--- config.mk ---
export PLATFORM = sky130hd
export DESIGN_NAME = hue_bbox_flat
export DESIGN_NICKNAME = d
export VERILOG_FILES = /design/src/rtl/color_detect_pkg.sv /design/src/rtl/hue_bbox_if.sv /design/src/rtl/hue_range_cmp.sv /design/src/rtl/hue_bbox.sv /design/src/flat_wrapper.sv
export SDC_FILE = /design/constraint.sdc
export NUM_CORES = 1
export LEC_CHECK = 0
export ABC_AREA = 0
export CAP_MARGIN = 20
export CORE_UTILIZATION = 49
export DETAILED_ROUTE_END_ITERATION = 8
export PLACE_DENSITY_LB_ADDON = 0.15
export SKIP_LAST_GASP = 1
export SLEW_MARGIN = 20
export SYNTH_ARGS = -nofsm -noshare
export SYNTH_HDL_FRONTEND = slang
export SYNTH_SLANG_ARGS = --single-unit
--- constraint.sdc ---
create_clock -name i_clk -period 5.55 [get_ports i_clk]
set_input_delay 0.555 -clock i_clk [delete_from_list [all_inputs] [get_ports i_clk]]
set_output_delay 0.555 -clock i_clk [all_outputs]
set_load 0.005 [all_outputs]
--- src/rtl/color_detect_pkg.sv ---
// Shared types and constants for the color-detect pipeline.
// Hue width/limit, bbox FSM states and the bounding-box bundle.
package color_detect_pkg;

   localparam int HUE_W = 9;
   localparam logic [HUE_W-1:0] HUE_MAX = 9'd359;

   localparam int BB_XW = 10;
   localparam int BB_YW = 9;
   localparam int BB_CW = 19;

   typedef enum logic [1:0] {
      IDLE,
      ACTIVE,
      REPORT
   } hue_bbox_state_t;

   typedef struct packed {
      logic [BB_XW-1:0] xmin;
      logic [BB_XW-1:0] xmax;
      logic [BB_YW-1:0] ymin;
      logic [BB_YW-1:0] ymax;
      logic [BB_CW-1:0] count;
   } bbox_t;

   // Empty box: min at all-ones so the first hit always wins.
   localparam bbox_t BBOX_INIT = '{
      xmin:  '1,
      xmax:  '0,
      ymin:  '1,
      ymax:  '0,
      count: '0
   };

endpackage

--- src/rtl/hue_bbox_if.sv ---
// Pixel stream from hue_top into hue_bbox.
// One beat per cycle when valid; no backpressure.
interface hue_bbox_if;

   logic [15:0] data;
   logic        valid;
   logic        sof;
   logic        eol;
   logic        eof;

   modport master (
      output data, valid, sof, eol, eof
   );

   modport slave (
      input data, valid, sof, eol, eof
   );

endinterface

--- src/rtl/hue_range_cmp.sv ---
// Combinational hue window test.
// Window is inclusive and wraps through 0 when lo > hi.
module hue_range_cmp
   import color_detect_pkg::*;
(
   input  logic [HUE_W-1:0] hue,
   input  logic [HUE_W-1:0] lo,
   input  logic [HUE_W-1:0] hi,
   output logic             hit
);

   logic in_deg;
   logic above_lo;
   logic below_hi;

   // Out-of-range hues never match, whatever the window.
   always_comb begin
      in_deg   = (hue <= HUE_MAX);
      above_lo = (hue >= lo);
      below_hi = (hue <= hi);
      hit      = 1'b0;
      if (in_deg) begin
         if (lo <= hi) hit = above_lo & below_hi;
         else          hit = above_lo | below_hi;
      end
   end

endmodule

--- src/rtl/hue_bbox.sv ---
// Hue window mask plus per-frame bounding box and match count.
// Mask has 1-cycle latency; result strobes 2 cycles after eof.
module hue_bbox
   import color_detect_pkg::*;
#(
   parameter int IMG_W     = 640,
   parameter int IMG_H     = 480,
   parameter int XW        = BB_XW,
   parameter int YW        = BB_YW,
   parameter int CW        = BB_CW,
   parameter int MIN_COUNT = 16
)(
   input  logic             i_clk,
   input  logic             i_rst,
   hue_bbox_if.slave        pix,
   input  logic [HUE_W-1:0] i_hue_lo,
   input  logic [HUE_W-1:0] i_hue_hi,
   output logic             o_mask,
   output logic             o_mask_valid,
   output logic             o_bbox_valid,
   output logic             o_found,
   output logic [XW-1:0]    o_xmin,
   output logic [XW-1:0]    o_xmax,
   output logic [YW-1:0]    o_ymin,
   output logic [YW-1:0]    o_ymax,
   output logic [CW-1:0]    o_count,
   output logic             o_err
);

   localparam logic [XW-1:0] XLAST = XW'(IMG_W - 1);
   localparam logic [YW-1:0] YLAST = YW'(IMG_H - 1);

   hue_bbox_state_t state, state_nx;

   logic [HUE_W-1:0] hue;
   logic [HUE_W-1:0] lat_lo, lat_hi;
   logic             live_hit, lat_hit, hit;
   logic             sof_beat, eol_beat, eof_beat;
   logic             accum, ovf, found;

   logic [XW-1:0] x, x_nx, cur_x;
   logic [YW-1:0] y, y_nx, cur_y;
   bbox_t         acc, acc_nx, base, res;

   assign hue      = pix.data[HUE_W-1:0];
   assign sof_beat = pix.valid & pix.sof;
   assign eof_beat = pix.valid & pix.eof;
   assign eol_beat = pix.valid & (pix.eol | pix.eof);

   hue_range_cmp u_live (
      .hue (hue),
      .lo  (i_hue_lo),
      .hi  (i_hue_hi),
      .hit (live_hit)
   );

   hue_range_cmp u_lat (
      .hue (hue),
      .lo  (lat_lo),
      .hi  (lat_hi),
      .hit (lat_hit)
   );

   // The sof beat sees the window it is about to latch.
   assign hit   = pix.valid & (sof_beat ? live_hit : lat_hit);
   assign found = (acc.count >= CW'(MIN_COUNT));

   // Next state; a sof always (re)starts accumulation.
   always_comb begin
      state_nx = state;
      accum    = 1'b0;
      case (state)
         IDLE, REPORT: begin
            state_nx = IDLE;
            if (sof_beat) begin
               accum    = 1'b1;
               state_nx = eof_beat ? REPORT : ACTIVE;
            end
         end
         ACTIVE: begin
            accum = pix.valid;
            if (eof_beat) state_nx = REPORT;
         end
         default: state_nx = IDLE;
      endcase
   end

   // Coordinate and accumulator update for the current beat.
   always_comb begin
      cur_x  = sof_beat ? '0 : x;
      cur_y  = sof_beat ? '0 : y;
      base   = sof_beat ? BBOX_INIT : acc;
      acc_nx = base;
      if (hit) begin
         if (cur_x < base.xmin) acc_nx.xmin = cur_x;
         if (cur_x > base.xmax) acc_nx.xmax = cur_x;
         if (cur_y < base.ymin) acc_nx.ymin = cur_y;
         if (cur_y > base.ymax) acc_nx.ymax = cur_y;
         if (base.count != '1) begin
            acc_nx.count = base.count + 1'b1;
         end
      end
      x_nx = cur_x + 1'b1;
      y_nx = cur_y;
      ovf  = 1'b0;
      if (eol_beat) begin
         x_nx = '0;
         if (!eof_beat) begin
            if (cur_y == YLAST) ovf  = 1'b1;
            else                y_nx = cur_y + 1'b1;
         end
      end else if (cur_x == XLAST) begin
         x_nx = XLAST;
         ovf  = 1'b1;
      end
   end

   // FSM state register.
   always_ff @(posedge i_clk or posedge i_rst) begin
      if (i_rst) state <= IDLE;
      else       state <= state_nx;
   end

   // Mask path runs on every valid beat regardless of state.
   always_ff @(posedge i_clk or posedge i_rst) begin
      if (i_rst) begin
         o_mask       <= 1'b0;
         o_mask_valid <= 1'b0;
      end else begin
         o_mask       <= hit;
         o_mask_valid <= pix.valid;
      end
   end

   // Window is frozen for the frame at its sof beat.
   always_ff @(posedge i_clk or posedge i_rst) begin
      if (i_rst) begin
         lat_lo <= '0;
         lat_hi <= '0;
      end else if (sof_beat) begin
         lat_lo <= i_hue_lo;
         lat_hi <= i_hue_hi;
      end
   end

   // Position counters and box accumulators.
   always_ff @(posedge i_clk or posedge i_rst) begin
      if (i_rst) begin
         x   <= '0;
         y   <= '0;
         acc <= '0;
      end else if (accum) begin
         x   <= x_nx;
         y   <= y_nx;
         acc <= acc_nx;
      end
   end

   // Sticky framing error: restart mid-frame or counter overrun.
   always_ff @(posedge i_clk or posedge i_rst) begin
      if (i_rst) begin
         o_err <= 1'b0;
      end else if ((state == ACTIVE && sof_beat) ||
                   (accum && ovf)) begin
         o_err <= 1'b1;
      end
   end

   // Result load; outputs hold until the next report.
   always_ff @(posedge i_clk or posedge i_rst) begin
      if (i_rst) begin
         o_bbox_valid <= 1'b0;
         o_found      <= 1'b0;
         res          <= '0;
      end else begin
         o_bbox_valid <= (state == REPORT);
         if (state == REPORT) begin
            o_found <= found;
            res     <= found ? acc : bbox_t'{
               xmin:  '0,
               xmax:  '0,
               ymin:  '0,
               ymax:  '0,
               count: acc.count
            };
         end
      end
   end

   assign o_xmin  = res.xmin;
   assign o_xmax  = res.xmax;
   assign o_ymin  = res.ymin;
   assign o_ymax  = res.ymax;
   assign o_count = res.count;

endmodule

--- src/flat_wrapper.sv ---
// flat-port wrapper written by rule: the top's interface ports become plain ports
module hue_bbox_flat import color_detect_pkg::*;
#(
   parameter int IMG_W     = 640,
   parameter int IMG_H     = 480,
   parameter int XW        = BB_XW,
   parameter int YW        = BB_YW,
   parameter int CW        = BB_CW,
   parameter int MIN_COUNT = 16
)
  (i_clk, i_rst, i_hue_lo, i_hue_hi, o_mask, o_mask_valid, o_bbox_valid, o_found, o_xmin, o_xmax, o_ymin, o_ymax, o_count, o_err, pix_data, pix_valid, pix_sof, pix_eol, pix_eof);
  hue_bbox_if pix_i ();
  input  logic i_clk;
  input  logic i_rst;
  input  logic [HUE_W-1:0] i_hue_lo;
  input  logic [HUE_W-1:0] i_hue_hi;
  output logic o_mask;
  output logic o_mask_valid;
  output logic o_bbox_valid;
  output logic o_found;
  output logic [XW-1:0] o_xmin;
  output logic [XW-1:0] o_xmax;
  output logic [YW-1:0] o_ymin;
  output logic [YW-1:0] o_ymax;
  output logic [CW-1:0] o_count;
  output logic o_err;
  input wire logic [$bits(pix_i.data)-1:0] pix_data;
  input wire logic [$bits(pix_i.valid)-1:0] pix_valid;
  input wire logic [$bits(pix_i.sof)-1:0] pix_sof;
  input wire logic [$bits(pix_i.eol)-1:0] pix_eol;
  input wire logic [$bits(pix_i.eof)-1:0] pix_eof;
  assign pix_i.data = pix_data;
  assign pix_i.valid = pix_valid;
  assign pix_i.sof = pix_sof;
  assign pix_i.eol = pix_eol;
  assign pix_i.eof = pix_eof;
  hue_bbox #(.IMG_W(IMG_W), .IMG_H(IMG_H), .XW(XW), .YW(YW), .CW(CW), .MIN_COUNT(MIN_COUNT)) u_core (.i_clk(i_clk), .i_rst(i_rst), .pix(pix_i), .i_hue_lo(i_hue_lo), .i_hue_hi(i_hue_hi), .o_mask(o_mask), .o_mask_valid(o_mask_valid), .o_bbox_valid(o_bbox_valid), .o_found(o_found), .o_xmin(o_xmin), .o_xmax(o_xmax), .o_ymin(o_ymin), .o_ymax(o_ymax), .o_count(o_count), .o_err(o_err));
endmodule
==> impl_metrics.ini <==
[routing]
vias = 7284
drt-vias-per-instance = 5.64
routed_wirelength_um = 21600
firstDrtPassIters = 5
wl_per_cell_um = 16.7
drt_iter0_drc = 488
ant_nets = 0
drc_errors = 0

[worst_hold_path]
whs_endpoint = u_core.o_found$_DFFE_PP0P_
worstHoldPathType = reg2reg
hold_start = u_core.o_found$_DFFE_PP0P_
holdPathStages = 1

[worst_setup_path]
crit_path_start_kind = input port
rr_worst_depth = 11
criticalPathCategory = in2reg
reg2reg_to = u_core.acc[45]$_DFFE_PP0P_
crit_required_ns = 5.90
cp.arrival_ns = 4.45
r2r-start = u_core.lat_hi[2]$_DFFE_PP0P_
end_kind = flip-flop
ff2ff_setup_slack_ns = 1.73
cp_max_fo = 32

[grt]
grt_pass1_vias = 6941
grt-ovfl-total = 0
antenna_found_initial = 0
grt_max_degree = 103
grtUsageTotal_pct = 24.0
grt_pass1_wl_um = 35200

[sta]
max_freq_mhz = 244
grt_setup_unrepaired = no
fin_crit_sh_pct = 73.9
slew_violations = 0
slew_headroom_pct = 35.3
worst_pin_slew_ns = 0.971
finalSetupTns_ns = 0
hold_viol_final = 0
setup_slack_ns = 1.45
worst_hold_slack_ns = 0.473
min_period_ns = 4.10
setup_viol = 0
finClkSkew_ns = 0.00945

[cts]
path_clk_slew_ns = 0.06
cts_hold_buf = 0
cts_resized = 0
numCtsBuffers = 17
clockRootBuffer = clkbuf_16
post-cts-setup-buffer-count = 0
cts_tree = yes
worstSkewPairLatency_ns = 0.43
clock-sinks = 158
h-tree-depth = 4
clockBufferDepth = 2

[synth]
yosys.area.top_type_share_pct = 43.9
synth.area.top_cells = dfrtp_1 (44%), ha_1 (13%), nand2_1 (8.2%)
synth-seq-area-share_pct = 43.9
synth_edf_count = 0
synth_area_sq_mm = 0.00900
synth_cells = 968
ys_async_sr_fraction_pct = 100
synth_cell_types = 52
ys_top_cells_by_count = nand2_1 (196), dfrtp_1 (158), ha_1 (93)
syn_avg_cell_area_sq_um = 9.30
yosysTopAreaCell = dfrtp_1
syn-num-nets = 1101
yosysMostFrequentCell = nand2_1
synth_ff_type = dfrtp_1
yosys_warnings = 0
synth_seq_cells = 158

[power]
pwr-share-seq_pct = 43.6
power_frac_clock_pct = 38.9
p_int_mw = 2.22
vdd_drop_max_mv = 0.227
sw_frac_of_total_pct = 28.8
pwr-share-comb_pct = 17.5
power.switching_mw = 0.897
power_density_mw_per_mm2 = 288
p_leak_nw = 5.19

[layout]
area_growth_pct = 20.0
final_core_util_pct = 60.1
nets = 1183
diodes = 0
fillerInstances = 1560
drive_gt1_share_pct = 5.36

[die]
core_sq_mm = 0.0180
die_area_sq_mm = 0.0189
die_width_um = 138
io_pins = 102
die_y_um = 138
start_util_pct = 50.1
num_rows = 49

[placed_design]
place_congestion = 0.856
io_buffers = 94
place_hpwl_um = 15000
pre_cts_slack_ns = 1.01

[run_status]
status = finished, final reports clean

[flow_run]
cap_violations = 0
flip-flops by register name, summed over array words and instances, names as in the netlist, 10 cells and up:
register and cells:
u_core.acc 57, u_core.o_count 19, u_core.o_xmin 10, u_core.x 10, u_core.o_xmax 10
worst max-delay path, cell delays in order:
cell	delay, ns
clkdlybuf4s50_1	0.75
nand2_2	0.49
buf_4	0.36
nand2_1	0.18
inv_1	0.10
ha_1	0.32
a21oi_1	0.23
a21boi_0	0.12
o21ai_0	0.21
a31oi_1	0.10
nor4_2	0.49
buf_4	0.31
mux2i_1	0.23
per-stage QoR:
stage / instance area [sq um] / total power [mW] / instances
after detailed placement: 10200 / 1.92 / 1260
after CTS: 10800 / 3.14 / 1292
after global routing: 10800 / 3.27 / 1292
after floorplan: 9000 / 1.73 / 968
final: 10800 / 3.11 / 1292
after global placement: 10200 / 1.90 / 1260
placed cells by master (no fill, tap or decap), drive strengths merged, types with 19 or more instances in the layout:
| master | Yosys | routed |
|---|---|---|
| mux2i | 39 | 39 |
| inv | 61 | 63 |
| nand3 | 25 | 25 |
| ha | 93 | 93 |
| dfrtp | 158 | 158 |
| o21ai | 51 | 51 |
| nand4 | 22 | 22 |
| clkdlybuf4s50 | 0 | 94 |
| nor2 | 62 | 62 |
| clkbuf | 36 | 19 |
| nand2 | 196 | 196 |
| a21oi | 28 | 28 |
| a22o | 40 | 40 |
layout make-up:
cell class	instances	area, sq um	share of cell area (%)
clock inverters	13	163	1.51
inverters	63	241	2.24
clock buffers	19	443	4.10
multi-input cells	703	4670	43.3
repair buffers	107	1040	9.62
flip-flops and latches	158	3950	36.6
well taps	229	287	2.65
kinds of logic after synthesis:
family | synth area share, %
AOI/OAI and AO/OA | 13.3
muxes | 4.34
buffers and inverters | 4.60
adders and majority gates | 12.9
DFF | 43.9
xor gates and xnor gates | 2.04
and+or+nand+nor | 18.9
worst max path at each step:
stage,slack [ns],startpoint,end
finish,1.45,pix_valid,u_core.acc[53]$_DFFE_PP0P_
global route,1.15,pix_valid,u_core.acc[53]$_DFFE_PP0P_
CTS,1.45,pix_data[8],u_core.acc[39]$_DFFE_PP0P_
detailed placement,1.01,pix_data[8],u_core.acc[39]$_DFFE_PP0P_
global placement,1.13,pix_data[6],u_core.acc[37]$_DFFE_PP0P_
floorplan,0.73,i_rst,u_core.acc[0]$_DFFE_PP0P_
routing by layer:
metal / global-route usage, % / share of wire [%] / vias to the layer above
met5: 0 / 0 / -
met4: 7.88 / 1.6 / 0
met3: 3.42 / 4.5 / 29
met2: 38.8 / 46 / 205
met1: 33.0 / 48 / 3502
li1: - / - / 3548
power groups by stage:
stage,sequential [mW],combinational [mW],clock [mW]
floorplan,1.34,0.387,0
global placement,1.37,0.528,0
detailed placement,1.38,0.545,0
CTS,1.36,0.551,1.23
global route,1.37,0.624,1.27
finish,1.36,0.544,1.21
(Power assumes the default switching activity.)
